`config.mk`:
```
export PLATFORM = sky130hd
export DESIGN_NAME = mem_wb_pipe_reg
export DESIGN_NICKNAME = d
export VERILOG_FILES = /design/src/rtl/mem_wb_pipe_reg.sv
export SDC_FILE = /design/constraint.sdc
export NUM_CORES = 1
export LEC_CHECK = 0
export ABC_AREA = 1
export BUFFER_PORTS_ARGS = -buffer_cell sky130_fd_sc_hd__buf_2
export CORE_MARGIN = 8
export CORE_UTILIZATION = 50
export DETAILED_ROUTE_END_ITERATION = 10
export PLACE_DENSITY = 0.79
export SLEW_MARGIN = 10
export SYNTH_ARGS = -nofsm -noshare
export SYNTH_HDL_FRONTEND = slang
export SYNTH_SLANG_ARGS = --single-unit
```
`constraint.sdc`:
```
create_clock -name clk -period 2.53 [get_ports clk]
set_input_delay 0.1265 -clock clk [delete_from_list [all_inputs] [get_ports clk]]
set_output_delay 0.1265 -clock clk [all_outputs]
set_load 0.1 [all_outputs]
```
`src/rtl/mem_wb_pipe_reg.sv`:
```
// MEM->WB pipeline register with valid/ready handshake, optional 2-entry skid
// buffer (registered in_ready), flush-to-bubble and a saturating stall counter.
module mem_wb_pipe_reg #(
  parameter int DATA_W  = 32,
  parameter int DEST_W  = 4,
  parameter int SKID_EN = 1,
  parameter int CNT_W   = 16
) (
  input  logic              clk,
  input  logic              rst,
  input  logic              flush,
  input  logic              in_valid,
  output logic              in_ready,
  input  logic              WB_en_in,
  input  logic              MEM_R_en_in,
  input  logic [DATA_W-1:0] ALU_result_in,
  input  logic [DATA_W-1:0] MEM_read_value_in,
  input  logic [DATA_W-1:0] PC_in,
  input  logic [DATA_W-1:0] Instruction_in,
  input  logic [DEST_W-1:0] Dest_in,
  output logic              out_valid,
  input  logic              out_ready,
  output logic              WB_en,
  output logic              MEM_R_en,
  output logic [DATA_W-1:0] ALU_result,
  output logic [DATA_W-1:0] MEM_read_value,
  output logic [DATA_W-1:0] PC,
  output logic [DATA_W-1:0] Instruction,
  output logic [DEST_W-1:0] Dest,
  output logic [CNT_W-1:0]  stall_cnt
);

  typedef enum logic [1:0] {
    EMPTY = 2'd0,
    FULL  = 2'd1,
    SKID  = 2'd2
  } state_t;

  localparam int BW = 2 + 4 * DATA_W + DEST_W;
  localparam logic [CNT_W-1:0] CNT_ONE = {{(CNT_W-1){1'b0}}, 1'b1};
  localparam logic [CNT_W-1:0] CNT_MAX = {CNT_W{1'b1}};

  // Handshake: a bundle moves on a rising edge when valid and ready are both
  // high in the preceding cycle; accept = in_valid & in_ready,
  // drain = out_valid & out_ready. Neither valid depends on the other side's ready.
  state_t        state;
  logic [BW-1:0] in_bundle;
  logic [BW-1:0] main_q;
  logic [BW-1:0] skid_q;
  logic          main_wb;
  logic          main_mr;
  logic          accept;
  logic          drain;

  assign in_bundle = {WB_en_in, MEM_R_en_in, ALU_result_in, MEM_read_value_in,
                      PC_in, Instruction_in, Dest_in};

  assign out_valid = (state != EMPTY);
  assign accept    = in_valid & in_ready;
  assign drain     = out_valid & out_ready;

  generate
    if (SKID_EN != 0) begin : g_skid_ready
      assign in_ready = (state != SKID);
    end else begin : g_comb_ready
      assign in_ready = !out_valid || out_ready;
    end
  endgenerate

  always_ff @(posedge clk) begin
    if (rst) begin
      state  <= EMPTY;
      main_q <= '0;
      skid_q <= '0;
    end else if (flush) begin
      // Payload is left in place; only the control bits are cleared.
      state              <= EMPTY;
      main_q[BW-1 -: 2]  <= 2'b00;
      skid_q[BW-1 -: 2]  <= 2'b00;
    end else begin
      case (state)
        EMPTY: begin
          if (accept) begin
            main_q <= in_bundle;
            state  <= FULL;
          end
        end
        FULL: begin
          if (accept && drain) begin
            main_q <= in_bundle;
          end else if (accept) begin
            skid_q <= in_bundle;
            state  <= SKID;
          end else if (drain) begin
            state <= EMPTY;
          end
        end
        SKID: begin
          if (drain) begin
            main_q <= skid_q;
            state  <= FULL;
          end
        end
        default: state <= EMPTY;
      endcase
    end
  end

  assign {main_wb, main_mr, ALU_result, MEM_read_value, PC, Instruction, Dest} = main_q;
  assign WB_en    = main_wb & out_valid;
  assign MEM_R_en = main_mr & out_valid;

  always_ff @(posedge clk) begin
    if (rst) begin
      stall_cnt <= '0;
    end else if (out_valid && !out_ready && !flush && (stall_cnt != CNT_MAX)) begin
      stall_cnt <= stall_cnt + CNT_ONE;
    end
  end

endmodule
```
==> results of run 1 <==
cell type report:
class | instances | area [um2]
diodes | 3 | 7.51
clock buffers | 43 | 881
clock inverters | 12 | 97.6
fillers | 2026 | 9260
inverters | 159 | 609
multi-input cells | 1074 | 4870
flip-flops and latches | 286 | 5730
well taps | 330 | 413
repair buffers | 453 | 3170
power by group through the flow:
stage	registers, mW	clock network [mW]	logic, mW
finish	4.79	4.31	2.17
global route	4.80	4.56	2.29
CTS	4.78	4.38	2.15
detailed placement	4.88	0	1.97
global placement	4.87	0	1.95
floorplan	4.85	0	1.77
flip-flops by register name (all words and copies together) (netlist names):
register and count:
main_q 134, skid_q 134, stall_cnt 16, state 2
cell usage in the layout (no fill, tap or decap), drive strengths merged:
cell type    netlist  routed
nand3b             1       1
nor3               2       2
a31oi              1       1
bufinv             0       1
clkinvlp           0       2
clkinv             1       9
o21ai            404     404
xnor2              1       1
nand3             10      10
buf              178     314
clkbuf            72      43
inv              158     159
nand4              5       5
xor2               4       4
a21oi            151     151
diode              0       3
dlygate4sd3        0     139
nand2            195     195
o211ai             1       1
dfxtp            286     286
nor2             298     298
ha                 1       1
kinds of logic (layout without fill, tap and decap cells):
kind of cell | count (synthesis) | count (layout)
other cells | 0 | 3
fa+ha+maj | 1 | 1
simple gates | 511 | 511
buf+inv | 409 | 667
flops | 286 | 286
xor+xnor | 5 | 5
compound gates | 557 | 557
Yosys cell counts (all sizes together):
library cell,n
o21ai,404
ha,1
o211ai,1
inv,158
dfxtp,286
clkbuf,72
xor2,4
nand4,5
buf,178
a21oi,151
nand2,195
a31oi,1
clkinv,1
xnor2,1
nor2,298
nor3,2
nand3,10
nand3b,1
worst max-delay path, cell delays in order (launching register included):
cell     delay, ns
dfxtp_1       0.43
inv_2         0.09
nand2_2       0.08
nand2_2       0.09
o21ai_4       0.12
nor2_8        0.06
inv_4         0.58
buf_12        0.36
nor2_1        0.09
nor2_1        0.12
worst max path at each step:
| stage | to | depth (start not counted) |
|---|---|---|
| after floorplan | stall_cnt[11]$_SDFFE_PP0P_ | 10 |
| after global placement | main_q[37]$_SDFFE_PP0P_ | 8 |
| after detailed placement | main_q[60]$_SDFFE_PP0P_ | 9 |
| after CTS | in_ready | 4 |
| after global routing | main_q[26]$_SDFFE_PP0P_ | 9 |
| final | main_q[26]$_SDFFE_PP0P_ | 9 |
through the flow:
stage,setup slack (ns),total power [mW]
final,0.331,11.3
after global routing,0.174,11.6
after CTS,0.325,11.3
after detailed placement,0.407,6.84
after global placement,0.443,6.82
after floorplan,0.122,6.61
metal layers:
layer,vias to the layer above,GRT usage [%]
met5,-,0
met4,0,11.8
met3,131,5.30
met2,589,38.6
met1,5672,26.2
li1,6008,-
==> results_dict.tcl, run 1 <==
set metrics [dict create \
    design_area_um2 15800 \
    clk_latency_ns 0.55 \
    slew_viol_final 0 \
    setup_viol 0 \
    die_width_um 175 \
    yosysWarnings 0 \
    hold_depth 5 \
    min_to "skid_q[133]$_SDFFE_PP0P_" \
    cts-root-buf "clkbuf_16" \
    grt_pass1_wl_mm 59.5 \
    portBuffers 290 \
    drtIter0Drc 1059 \
    maxUsedRoutingLayer "met4" \
    power_density_nw_per_um2 714 \
    rsz0062_at_grt "false" \
    die_h_um 175 \
    hold_violations 0 \
    antenna_found_initial 3 \
    fmax_ghz 0.455 \
    synth_xor_area_share_pct 0.345 \
    ir_worst_vdd_mv 0.531 \
    power_frac_clock_pct 38.2 \
    synth_nets 1909 \
    vias_per_cell 5.25 \
    min_period_over_period_pct 86.9 \
    netSwitchingFraction_pct 31.5 \
    synth_area_leader_cell "dfxtp_1" \
    synth_top_family_by_area "compound AO/OA/AOI/OAI gates" \
    syn_avg_cell_area_um2 7.18 \
    syn_area_um2 12700 \
    drc 0 \
    synth.area.top_cells "dfxtp_1, o21ai_0, nor2_1" \
    r2r_start "state[1]$_SDFFE_PP0P_" \
    reg2reg_to "main_q[26]$_SDFFE_PP0P_" \
    seq_power_share_pct 42.5 \
    hold_class "input port to register" \
    h-tree-depth 1 \
    synth_fa_ha_area_share_pct 0.0985 \
    cts_tree "built" \
    cts_resized 0 \
    start_util_pct 50.8 \
    synthSimpleGateAreaFrac_pct 15.7 \
    place_inst 2163 \
    holdWs_ns 0.107 \
    synth-seq-cells 286 \
    critPathKind "register to register" \
    worst_slew_pin_slew_ns 0.880 \
    period_needed_ns 2.20 \
    dieArea_um2 30800 \
    setup_tns_ns 0 \
    core_area_um2 25000 \
    ctsHoldBuffers 139 \
    clk_pin_slew_worst_paths_ns 0.06 \
    overflow 0 \
    grt_max_degree 133 \
    crit_start "state[1]$_SDFFE_PP0P_" \
    cts_sinks 286 \
    rows 58 \
    start_kind "register" \
    layout.cells.non_filler 2360 \
    drive_above_1_share_pct 18.7 \
    wl_met2_mm 17.4 \
    combinationalPowerShare_pct 19.3 \
    postSynthCellCount 1769 \
    crit_arrival_ns 2.68 \
    outcome "finished, final reports clean" \
    synthMuxAreaShare_pct 0 \
    m1WireLength_mm 14.1 \
    numCtsBuffers 30 \
    grt_usage_pct 22.7 \
    power_switching_mw 3.55 \
    wl_per_cell_um 15.4 \
    clk_path_buf_depth 3 \
    relSlewSlack_pct 41.3 \
    rrSetupSlack_ns 0.33 \
    grt_pass1_vias 12000 \
    synth-compound-area-share_pct 22.1 \
    area_growth_pct 24.1 \
    ios 291 \
    maxCapViolCount 0 \
    cp-end-kind "register" \
    dr.pass1.iters 6 \
    placed_area_um2 13400 \
    cts_setup_buffers 0 \
    routed-via-count 12400 \
    yosys.area.top_type_share_pct 45.1 \
    path_max_fanout 76 \
    synth_cell_types 28 \
    dp_hpwl_mm 21.5 \
    hp-start "out_ready" \
    num-nets-final 2144 \
    met3_length_mm 2.92 \
    final_util_pct 63.0 \
    p_leak_nw 7.09 \
    ys_seq_area_share_pct 45.1 \
    r2r_cells 9 \
    power.internal_mw 7.71 \
    skew_ns 0.0166 \
    route.antenna.remaining_nets 0 \
    postRouteWirelength_mm 36.3 \
    critPathRequiredTime_ns 3.01 \
    place.gp.congestion 0.820 \
]
No activity file was read; power rests on OpenSTA's default activity.
==> inputs of run 2 (changes only) <==
CELL_PAD_IN_SITES_DETAIL_PLACEMENT = 0   (was not set)
CELL_PAD_IN_SITES_GLOBAL_PLACEMENT = 1   (was not set)
CORE_UTILIZATION = 41   (was 50)
PLACE_DENSITY = 0.88   (was 0.79)
==> run 2 against run 1 <==
  * Sequential cell count is the same
  * Count of clock-buffer cells in the layout increased by 7
  * Core utilization fell by 11 points
  * Sequential share of layout area decreased by 0.28 points
  * Combinational power is essentially flat
  * Power is 3.6% higher
  * Critical path depth shrank 5
  * Clock skew about the same
  * Largest cell class unchanged
==> results_dict.tcl, run 2 (synthesized netlist as in run 1, its figures left out) <==
set metrics [dict create \
    antenna_found_initial 4 \
    vias_per_cell 4.86 \
    cp-end-kind "primary output" \
    dieArea_um2 36900 \
    rrSetupSlack_ns 0.49 \
    path_max_fanout 102 \
    route.antenna.remaining_nets 0 \
    hp-start "out_ready" \
    relSlewSlack_pct 51.5 \
    power_mw 11.7 \
    core_area_um2 30600 \
    reg2reg_to "main_q[106]$_SDFFE_PP0P_" \
    die_width_um 192 \
    routed-via-count 11800 \
    maxCapViolCount 0 \
    cts_tree "built" \
    dp_hpwl_mm 21.9 \
    seq_area_um2 5730 \
    critPathRequiredTime_ns 2.40 \
    crit_chain "inv_2, nor2_4, inv_6, buf_2" \
    area_growth_pct 25.1 \
    drc 0 \
    reg_top3 "main_q x134, skid_q x134, stall_cnt x16" \
    place.gp.congestion 0.766 \
    hold_class "input port to register" \
    place_ws_ns 0.477 \
    min_to "state[0]$_SDFFE_PP0P_" \
    placed_area_um2 13400 \
    design_area_um2 15900 \
    critPathKind "register to primary output" \
    num-nets-final 2143 \
    slowest_delay_ns 0.55 \
    fin_ws_ns 0.288 \
    slowest_stage "buf_2" \
    h-tree-depth 2 \
    multi_input_area_um2 4870 \
    final_common_cell "o21ai_0" \
    fmax_ghz 0.446 \
    postRouteWirelength_mm 35.2 \
    grt_usage_pct 18.3 \
    num-fill-cells 2988 \
    skew_ns 0.0162 \
    hold_violations 0 \
    portBuffers 290 \
    die_h_um 192 \
    slew_viol_final 0 \
    grt_pass1_wl_mm 56.6 \
    crit_arrival_ns 2.12 \
    start_util_pct 41.5 \
    cp_top_family "buffers and inverters" \
    outcome "finished, final reports clean" \
    min_period_over_period_pct 88.6 \
    grt_max_degree 133 \
    rows 64 \
    numCtsBuffers 34 \
    ir_worst_vdd_mv 0.418 \
    hold_depth 4 \
    rsz0062_at_grt "false" \
    worst_slew_pin_slew_ns 0.728 \
    period_needed_ns 2.24 \
    drive_above_1_share_pct 18.5 \
    clk_latency_ns 0.50 \
    power_density_nw_per_um2 734 \
    ios 291 \
    start_kind "register" \
    cts-root-buf "clkbuf_16" \
    drtIter0Drc 714 \
    p_leak_nw 7.11 \
    r2r_cells 9 \
    dr.pass1.iters 7 \
    r2r_start "state[1]$_SDFFE_PP0P_" \
    clk_path_buf_depth 3 \
    final_cell_mix "o21ai_0, nor2_1, buf_2" \
    grt_pass1_vias 11400 \
    setup_tns_ns 0 \
    cts_sinks 286 \
    setup_viol 0 \
    clk_pin_slew_worst_paths_ns 0.06 \
    critical_path_buf_inv_count 3 \
    overflow 0 \
    wl_per_cell_um 14.5 \
    cts_setup_buffers 0 \
]
run 2: metal layers:
layer  track usage, %  up-vias  wire length [um]
met1             22.6     5364             15300
met5                0        -                 0
met4             6.49        0              1030
met2             30.8      340             16300
met3             4.34       72              2510
li1                 -     6011                 -
run 2: power breakdown:
part | internal (mW) | switching [mW] | total [mW] | leakage (nW)
sequential | 4.69 | 0.0931 | 4.78 | 2.33
combinational | 0.500 | 1.64 | 2.14 | 4.24
clock | 2.90 | 1.85 | 4.74 | 0.536
total | 8.09 | 3.59 | 11.7 | 7.11
run 2: area by class of cell:
class                   instances  area share, %
repair buffers                448           19.5
clock buffers                  50           6.45
multi-input cells            1074           30.6
well taps                     396           3.12
flip-flops and latches        286           36.0
inverters                     159           3.83
clock inverters                 6          0.370
diodes                          4         0.0630
run 2: tightest hold or removal path: stages:
cell and delay, ns:
buf_2 0.09, inv_2 0.06, nand2_1 0.12, a31oi_1 0.09
run 2: per-stage QoR:
step / hold WS, ns / instances / utilization [%]
floorplan: 0.203 / 1769 / -
global placement: 0.400 / 2226 / 43.9
detailed placement: 0.407 / 2226 / 43.9
CTS: 0.00873 / 2419 / 51.9
global route: 0.0362 / 2423 / 52.0
finish: 0.0471 / 2423 / 52.0
run 2: timing repair:
item,CTS,global route
hold buffers,137,0
endpoints found under the setup margin,0,0
hold endpoints to repair,251,0
resized for setup,0,0
run 2: worst max-delay path by stage:
stage	start	endpoint	depth (start not counted)
global route	state[1]$_SDFFE_PP0P_	in_ready	4
floorplan	stall_cnt[0]$_SDFFE_PP0P_	stall_cnt[11]$_SDFFE_PP0P_	10
global placement	state[1]$_SDFFE_PP0P_	main_q[24]$_SDFFE_PP0P_	8
detailed placement	state[1]$_SDFFE_PP0P_	main_q[14]$_SDFFE_PP0P_	9
CTS	state[1]$_SDFFE_PP0P_	in_ready	4
finish	state[1]$_SDFFE_PP0P_	in_ready	4
